**config.mk**
```make
export PLATFORM = sky130hd
export DESIGN_NAME = fsm_input_conditioner_flat
export DESIGN_NICKNAME = d
export VERILOG_FILES = /design/src/rtl/fsm_input_pkg.sv /design/src/rtl/fsm_input_conditioner_if.sv /design/src/rtl/fsm_input_conditioner_debounce_channel.sv /design/src/rtl/fsm_input_conditioner.sv /design/src/flat_wrapper.sv
export SDC_FILE = /design/constraint.sdc
export NUM_CORES = 1
export LEC_CHECK = 0
export CORE_MARGIN = 2
export CORE_UTILIZATION = 40
export CTS_BUF_LIST = sky130_fd_sc_hd__clkbuf_4 sky130_fd_sc_hd__clkbuf_8
export DETAILED_ROUTE_END_ITERATION = 12
export PLACE_DENSITY = 0.58
export REMOVE_ABC_BUFFERS = 1
export SYNTH_ARGS = -nofsm -noshare
export SYNTH_HDL_FRONTEND = slang
export SYNTH_SLANG_ARGS = --single-unit
```
**constraint.sdc**
```tcl
create_clock -name clock -period 3.4 [get_ports clock]
set_input_delay 0.68 -clock clock [delete_from_list [all_inputs] [get_ports clock]]
set_output_delay 0.68 -clock clock [all_outputs]
set_load 0.01 [all_outputs]
```
**src/rtl/fsm_input_pkg.sv**
```systemverilog
// Shared types and defaults for the FSM input conditioner.
// Optional feature macro: FSM_INPUT_GLITCH_COUNT_EN (per-channel glitch counters).
package fsm_input_pkg;

   localparam int unsigned SYNC_STAGES_DEF     = 2;
   localparam int unsigned DEBOUNCE_CYCLES_DEF = 4;
   localparam int unsigned GLITCH_W            = 8;

   // Bit 1 of the encoding is the debounced level (HIGH and CHK_L both read 1).
   typedef enum logic [1:0] {
      LOW   = 2'd0,
      CHK_H = 2'd1,
      HIGH  = 2'd2,
      CHK_L = 2'd3
   } chan_state_t;

endpackage

```
**src/rtl/fsm_input_conditioner_if.sv**
```systemverilog
// Raw inputs and conditioned outputs of the FSM input conditioner.
// Optional feature macro: FSM_INPUT_GLITCH_COUNT_EN adds the glitch counters.
interface fsm_input_conditioner_if;
   import fsm_input_pkg::*;

   logic                raw_a;
   logic                raw_b;
   logic                a;
   logic                b;
   logic                a_edge;
   logic                b_edge;
`ifdef FSM_INPUT_GLITCH_COUNT_EN
   logic [GLITCH_W-1:0] glitch_cnt_a;
   logic [GLITCH_W-1:0] glitch_cnt_b;
`endif

   // Upstream side: supplies raw inputs, consumes conditioned levels.
   modport master (
      output raw_a, raw_b,
      input  a, b, a_edge, b_edge
`ifdef FSM_INPUT_GLITCH_COUNT_EN
      , input glitch_cnt_a, glitch_cnt_b
`endif
   );

   // Conditioner side.
   modport slave (
      input  raw_a, raw_b,
      output a, b, a_edge, b_edge
`ifdef FSM_INPUT_GLITCH_COUNT_EN
      , output glitch_cnt_a, glitch_cnt_b
`endif
   );

endinterface

```
**src/rtl/fsm_input_conditioner_debounce_channel.sv**
```systemverilog
// One channel: synchronizer, debounce FSM, qualify counter, optional glitch counter.
// Optional feature macro: FSM_INPUT_GLITCH_COUNT_EN.
module debounce_channel
   import fsm_input_pkg::*;
#(
   parameter int unsigned SYNC_STAGES     = SYNC_STAGES_DEF,
   parameter int unsigned DEBOUNCE_CYCLES = DEBOUNCE_CYCLES_DEF
) (
   input  logic                clk,
   input  logic                rst_n,
   input  logic                raw,
   output logic                level,
   output logic                pulse
`ifdef FSM_INPUT_GLITCH_COUNT_EN
   , output logic [GLITCH_W-1:0] glitch_cnt
`endif
);

   localparam int unsigned     CNT_W    = $clog2(DEBOUNCE_CYCLES);
   localparam logic [CNT_W-1:0] CNT_LAST = CNT_W'(DEBOUNCE_CYCLES - 1);

   logic [SYNC_STAGES-1:0] sync_q;
   logic                   s;
   chan_state_t            state_q, state_d;
   logic [CNT_W-1:0]       cnt_q, cnt_d;
   logic                   pulse_q, pulse_d;

   // Shift the asynchronous input through the synchronizer chain.
   always_ff @(posedge clk or negedge rst_n) begin
      if (!rst_n) sync_q <= '0;
      else        sync_q <= {sync_q[SYNC_STAGES-2:0], raw};
   end

   assign s = sync_q[SYNC_STAGES-1];

   // Debounce state, counter and edge pulse registers.
   always_ff @(posedge clk or negedge rst_n) begin
      if (!rst_n) begin
         state_q <= LOW;
         cnt_q   <= '0;
         pulse_q <= 1'b0;
      end else begin
         state_q <= state_d;
         cnt_q   <= cnt_d;
         pulse_q <= pulse_d;
      end
   end

   // Next state: a mismatching sample in a CHK state drops all credit.
   always_comb begin
      state_d = state_q;
      cnt_d   = cnt_q;
      pulse_d = 1'b0;
      unique case (state_q)
         LOW: begin
            if (s) begin
               state_d = CHK_H;
               cnt_d   = CNT_W'(1);
            end
         end
         CHK_H: begin
            if (!s) begin
               state_d = LOW;
               cnt_d   = '0;
            end else if (cnt_q == CNT_LAST) begin
               state_d = HIGH;
               cnt_d   = '0;
               pulse_d = 1'b1;
            end else begin
               cnt_d   = cnt_q + CNT_W'(1);
            end
         end
         HIGH: begin
            if (!s) begin
               state_d = CHK_L;
               cnt_d   = CNT_W'(1);
            end
         end
         CHK_L: begin
            if (s) begin
               state_d = HIGH;
               cnt_d   = '0;
            end else if (cnt_q == CNT_LAST) begin
               state_d = LOW;
               cnt_d   = '0;
               pulse_d = 1'b1;
            end else begin
               cnt_d   = cnt_q + CNT_W'(1);
            end
         end
         default: begin
            state_d = LOW;
            cnt_d   = '0;
         end
      endcase
   end

   // Level is bit 1 of the registered state.
   assign level = state_q[1];
   assign pulse = pulse_q;

`ifdef FSM_INPUT_GLITCH_COUNT_EN
   logic                abort_c;
   logic [GLITCH_W-1:0] glitch_q;

   assign abort_c = ((state_q == CHK_H) && !s) || ((state_q == CHK_L) && s);

   // Count aborted qualifications, saturating at all-ones.
   always_ff @(posedge clk or negedge rst_n) begin
      if (!rst_n)                           glitch_q <= '0;
      else if (abort_c && (glitch_q != '1)) glitch_q <= glitch_q + GLITCH_W'(1);
   end

   assign glitch_cnt = glitch_q;
`endif

endmodule

```
**src/rtl/fsm_input_conditioner.sv**
```systemverilog
// Conditions two raw asynchronous inputs into debounced levels and edge pulses.
// Optional feature macro: FSM_INPUT_GLITCH_COUNT_EN (glitch_cnt_a / glitch_cnt_b).
module fsm_input_conditioner
   import fsm_input_pkg::*;
#(
   parameter int unsigned SYNC_STAGES     = SYNC_STAGES_DEF,
   parameter int unsigned DEBOUNCE_CYCLES = DEBOUNCE_CYCLES_DEF
) (
   input  logic                    clock,
   input  logic                    reset,
   fsm_input_conditioner_if.slave  bus
);

   // Channel A.
   debounce_channel #(
      .SYNC_STAGES     (SYNC_STAGES),
      .DEBOUNCE_CYCLES (DEBOUNCE_CYCLES)
   ) u_chan_a (
      .clk        (clock),
      .rst_n      (reset),
      .raw        (bus.raw_a),
      .level      (bus.a),
      .pulse      (bus.a_edge)
`ifdef FSM_INPUT_GLITCH_COUNT_EN
      , .glitch_cnt (bus.glitch_cnt_a)
`endif
   );

   // Channel B.
   debounce_channel #(
      .SYNC_STAGES     (SYNC_STAGES),
      .DEBOUNCE_CYCLES (DEBOUNCE_CYCLES)
   ) u_chan_b (
      .clk        (clock),
      .rst_n      (reset),
      .raw        (bus.raw_b),
      .level      (bus.b),
      .pulse      (bus.b_edge)
`ifdef FSM_INPUT_GLITCH_COUNT_EN
      , .glitch_cnt (bus.glitch_cnt_b)
`endif
   );

endmodule

```
**src/flat_wrapper.sv**
```systemverilog
// flat-port wrapper written by rule: the top's interface ports become plain ports
module fsm_input_conditioner_flat import fsm_input_pkg::*;
#(
   parameter int unsigned SYNC_STAGES     = SYNC_STAGES_DEF,
   parameter int unsigned DEBOUNCE_CYCLES = DEBOUNCE_CYCLES_DEF
)
  (clock, reset, bus_raw_a, bus_raw_b, bus_a, bus_b, bus_a_edge, bus_b_edge);
  fsm_input_conditioner_if bus_i ();
  input  logic clock;
  input  logic reset;
  input wire logic [$bits(bus_i.raw_a)-1:0] bus_raw_a;
  input wire logic [$bits(bus_i.raw_b)-1:0] bus_raw_b;
  output wire logic [$bits(bus_i.a)-1:0] bus_a;
  output wire logic [$bits(bus_i.b)-1:0] bus_b;
  output wire logic [$bits(bus_i.a_edge)-1:0] bus_a_edge;
  output wire logic [$bits(bus_i.b_edge)-1:0] bus_b_edge;
  assign bus_i.raw_a = bus_raw_a;
  assign bus_i.raw_b = bus_raw_b;
  assign bus_a = bus_i.a;
  assign bus_b = bus_i.b;
  assign bus_a_edge = bus_i.a_edge;
  assign bus_b_edge = bus_i.b_edge;
  fsm_input_conditioner #(.SYNC_STAGES(SYNC_STAGES), .DEBOUNCE_CYCLES(DEBOUNCE_CYCLES)) u_core (.clock(clock), .reset(reset), .bus(bus_i));
endmodule
```
==> results.txt, run 1 <==
WL per Instance - 12.4 microns
Worst VDD drop - 0.311 mV
Pwr Density - 770 nW/um^2
die area - 1680 sq um
Worst EP required - 2.72 ns
post_cts resized - 0
Cells after Synth - 38
Fin. Hold Viols - 0
largest net degree at the start of global routing - 15
# setup viols final - 0
Critical Path AT - 1.26 ns
status - completed
GRT Total Usage - 14.4%
crit start category - flip-flop
Final ANT Viol Nets - 0
CP Max Fanout - 4
CTS clk-pin slew, worst paths - 0.08 ns
Post-Syn Area per Cell - 14.4 sq um
CTS tree - done
Unique masters post-synth - 10
Sink Count - 14
setup TNS - 0 ns
Pleak - 0.316 nW
Slew Limit Fails - 0
GRT overflow - 0
vias in the first global route - 334
Util after Layout - 51.3%
DRC - 0
share of layout cells above drive strength 1 - 6.25%
synthesis-to-layout area growth - 20.3%
Hold-fix buffers, CTS - 0
maxcap violations - 0
flop2flop setup slack - 2.23 ns
initial core utilization - 42.6%
Max Clk Rate - 516 MHz
WP buf/inv - 1
Pre-antenna DRT Iters - 2
RePlAce Congestion - 0.653
antenna cells - 0
crit path capture type - primary output
IO Port Bufs - 7
initial antenna violation count - 0
routed via count - 314
Via density - 4.98
clk_lat worst skew - 0.27 ns
Die Y-Extent - 41.0 microns
Final #Nets - 58
postcts setup bufs - 0
Hold Crit Class - reg -> reg
CTS root buffer - clkbuf_4
final worst-path cycle share - 57.0%
Crit path max-delay family - buffers and inverters
synth warn - 0
Setup Skew - 0.000680 ns
flop and latch count out of synthesis - 14
Slew Limit Headroom - 60.7%
core footprint - 1280 sq um
sequential cell area fraction in the yosys report - 63.9%
htree depth - 1
critical path class - reg -> out
slowest cell delay on critical path - 0.57 ns
crit-path cells - clkdlybuf4s50_1
# rows - 13
Mapped Area - 548 sq um
num ports - 8
DRT Wirelength - 780 microns
Starting DRT DRC Count - 3
total CTS buffers - 3
CP max stage cell - clkdlybuf4s50_1
unrepaired setup endpoints after global routing - no
first-pass GRT wire length - 1430 microns
fin crit period - 1.94 ns
clock buffer depth - 2
post-DP HPWL - 581 microns
Least-Margin Pin Slew - 0.588 ns
Chip Width - 41.0 microns
[cell usage after synthesis]
library cell,count,area (sq um)
nand2b_1,2,12.5
xnor2_1,2,17.5
and3_1,2,12.5
ha_1,4,50.1
dfrtp_1,14,350
xor2_1,2,17.5
a21oi_1,2,10.0
mux2i_1,4,40.0
mux2_1,2,22.5
nand2_1,4,15.0
[power by group]
part / total [W] / internal, W / switching, W
combinational: 0.000148 / 0.0000865 / 0.0000612
clock: 0.0000914 / 0.0000411 / 0.0000504
sequential: 0.000268 / 0.000216 / 0.0000529
total: 0.000508 / 0.000343 / 0.000164
[cells by family (layout without fill, tap and decap cells)]
kind of cell | count (synthesis) | after routing | synth area share, %
simple gates | 8 | 8 | 7.30
flops | 14 | 14 | 63.9
xor+xnor | 4 | 4 | 6.39
compound gates | 2 | 2 | 1.83
buf+inv | 0 | 10 | 0
mux | 6 | 6 | 11.4
fa+ha+maj | 4 | 4 | 9.13
[metrics by stage]
stage               setup WS, ns  area [sq um]  hold WS [ns]  std cells  total power, W
global placement            1.78           637         0.341         60        0.000406
finish                      1.46           659         0.359         63        0.000508
CTS                         1.44           659         0.365         63        0.000515
floorplan                   2.30           548         0.331         38        0.000360
global route                1.40           659         0.374         63        0.000553
detailed placement          1.75           637         0.337         60        0.000422
[cells in the final DEF (no fill, tap or decap)]
cell type / Yosys / routed
mux2i_1: 4 / 4
nand2b_1: 2 / 2
dfrtp_1: 14 / 14
clkdlybuf4s50_1: 0 / 7
clkbuf_4: 0 / 3
a21oi_1: 2 / 2
ha_1: 4 / 4
mux2_1: 2 / 2
and3_1: 2 / 2
nand2_1: 4 / 4
xor2_1: 2 / 2
xnor2_1: 2 / 2
[routing by layer]
metal	routed length, microns	up-vias	global-route usage (%)
met5	0	-	0
met4	0	0	10.0
met3	49	0	5.43
met2	392	9	22.7
met1	339	158	15.7
li1	-	147	-
[worst paths after layout]
kind                                                           start                                     end  depth (start not counted)
worst max-delay path                                       flip-flop                                   bus_b                          1
worst min-delay path             u_core.u_chan_b.sync_q[0]$_DFF_PN0_     u_core.u_chan_b.sync_q[1]$_DFF_PN0_                          0
worst max register to register  u_core.u_chan_a.cnt_q[0]$_DFFE_PN0P_                               flip-flop                          3
worst min register to register   u_core.u_chan_b.sync_q[0]$_DFF_PN0_     u_core.u_chan_b.sync_q[1]$_DFF_PN0_                          0
max in group asynchronous                                      reset  u_core.u_chan_b.state_q[0]$_DFFE_PN0P_                          1
min in group asynchronous                                      reset    u_core.u_chan_a.cnt_q[1]$_DFFE_PN0P_                          1
[area by class of cell]
type / count / area [sq um]
Fill cell: 123 / 626
Clock buffer: 3 / 22.5
Sequential cell: 14 / 350
Tap cell: 15 / 18.8
Multi-Input combinational cell: 24 / 198
Timing Repair Buffer: 7 / 70.1
No activity file was read; power rests on OpenSTA's default activity.
==> run 2: changes to the inputs <==
Clock period 3.4 ns to 1.9 ns, I/O delays scaled along.
==> results of run 2 <==
Same layout as run 1 (identical final DEF). Status: completed.
Among the figures that moved: setup slack after placement 1.75 ns -> 0.547 ns; setup slack after layout 1.46 ns -> 0.262 ns; register-to-register setup slack 2.23 ns -> 0.73 ns; total power 0.000508 W -> 0.000908 W; worst IR drop on VDD 0.311 mV -> 0.556 mV
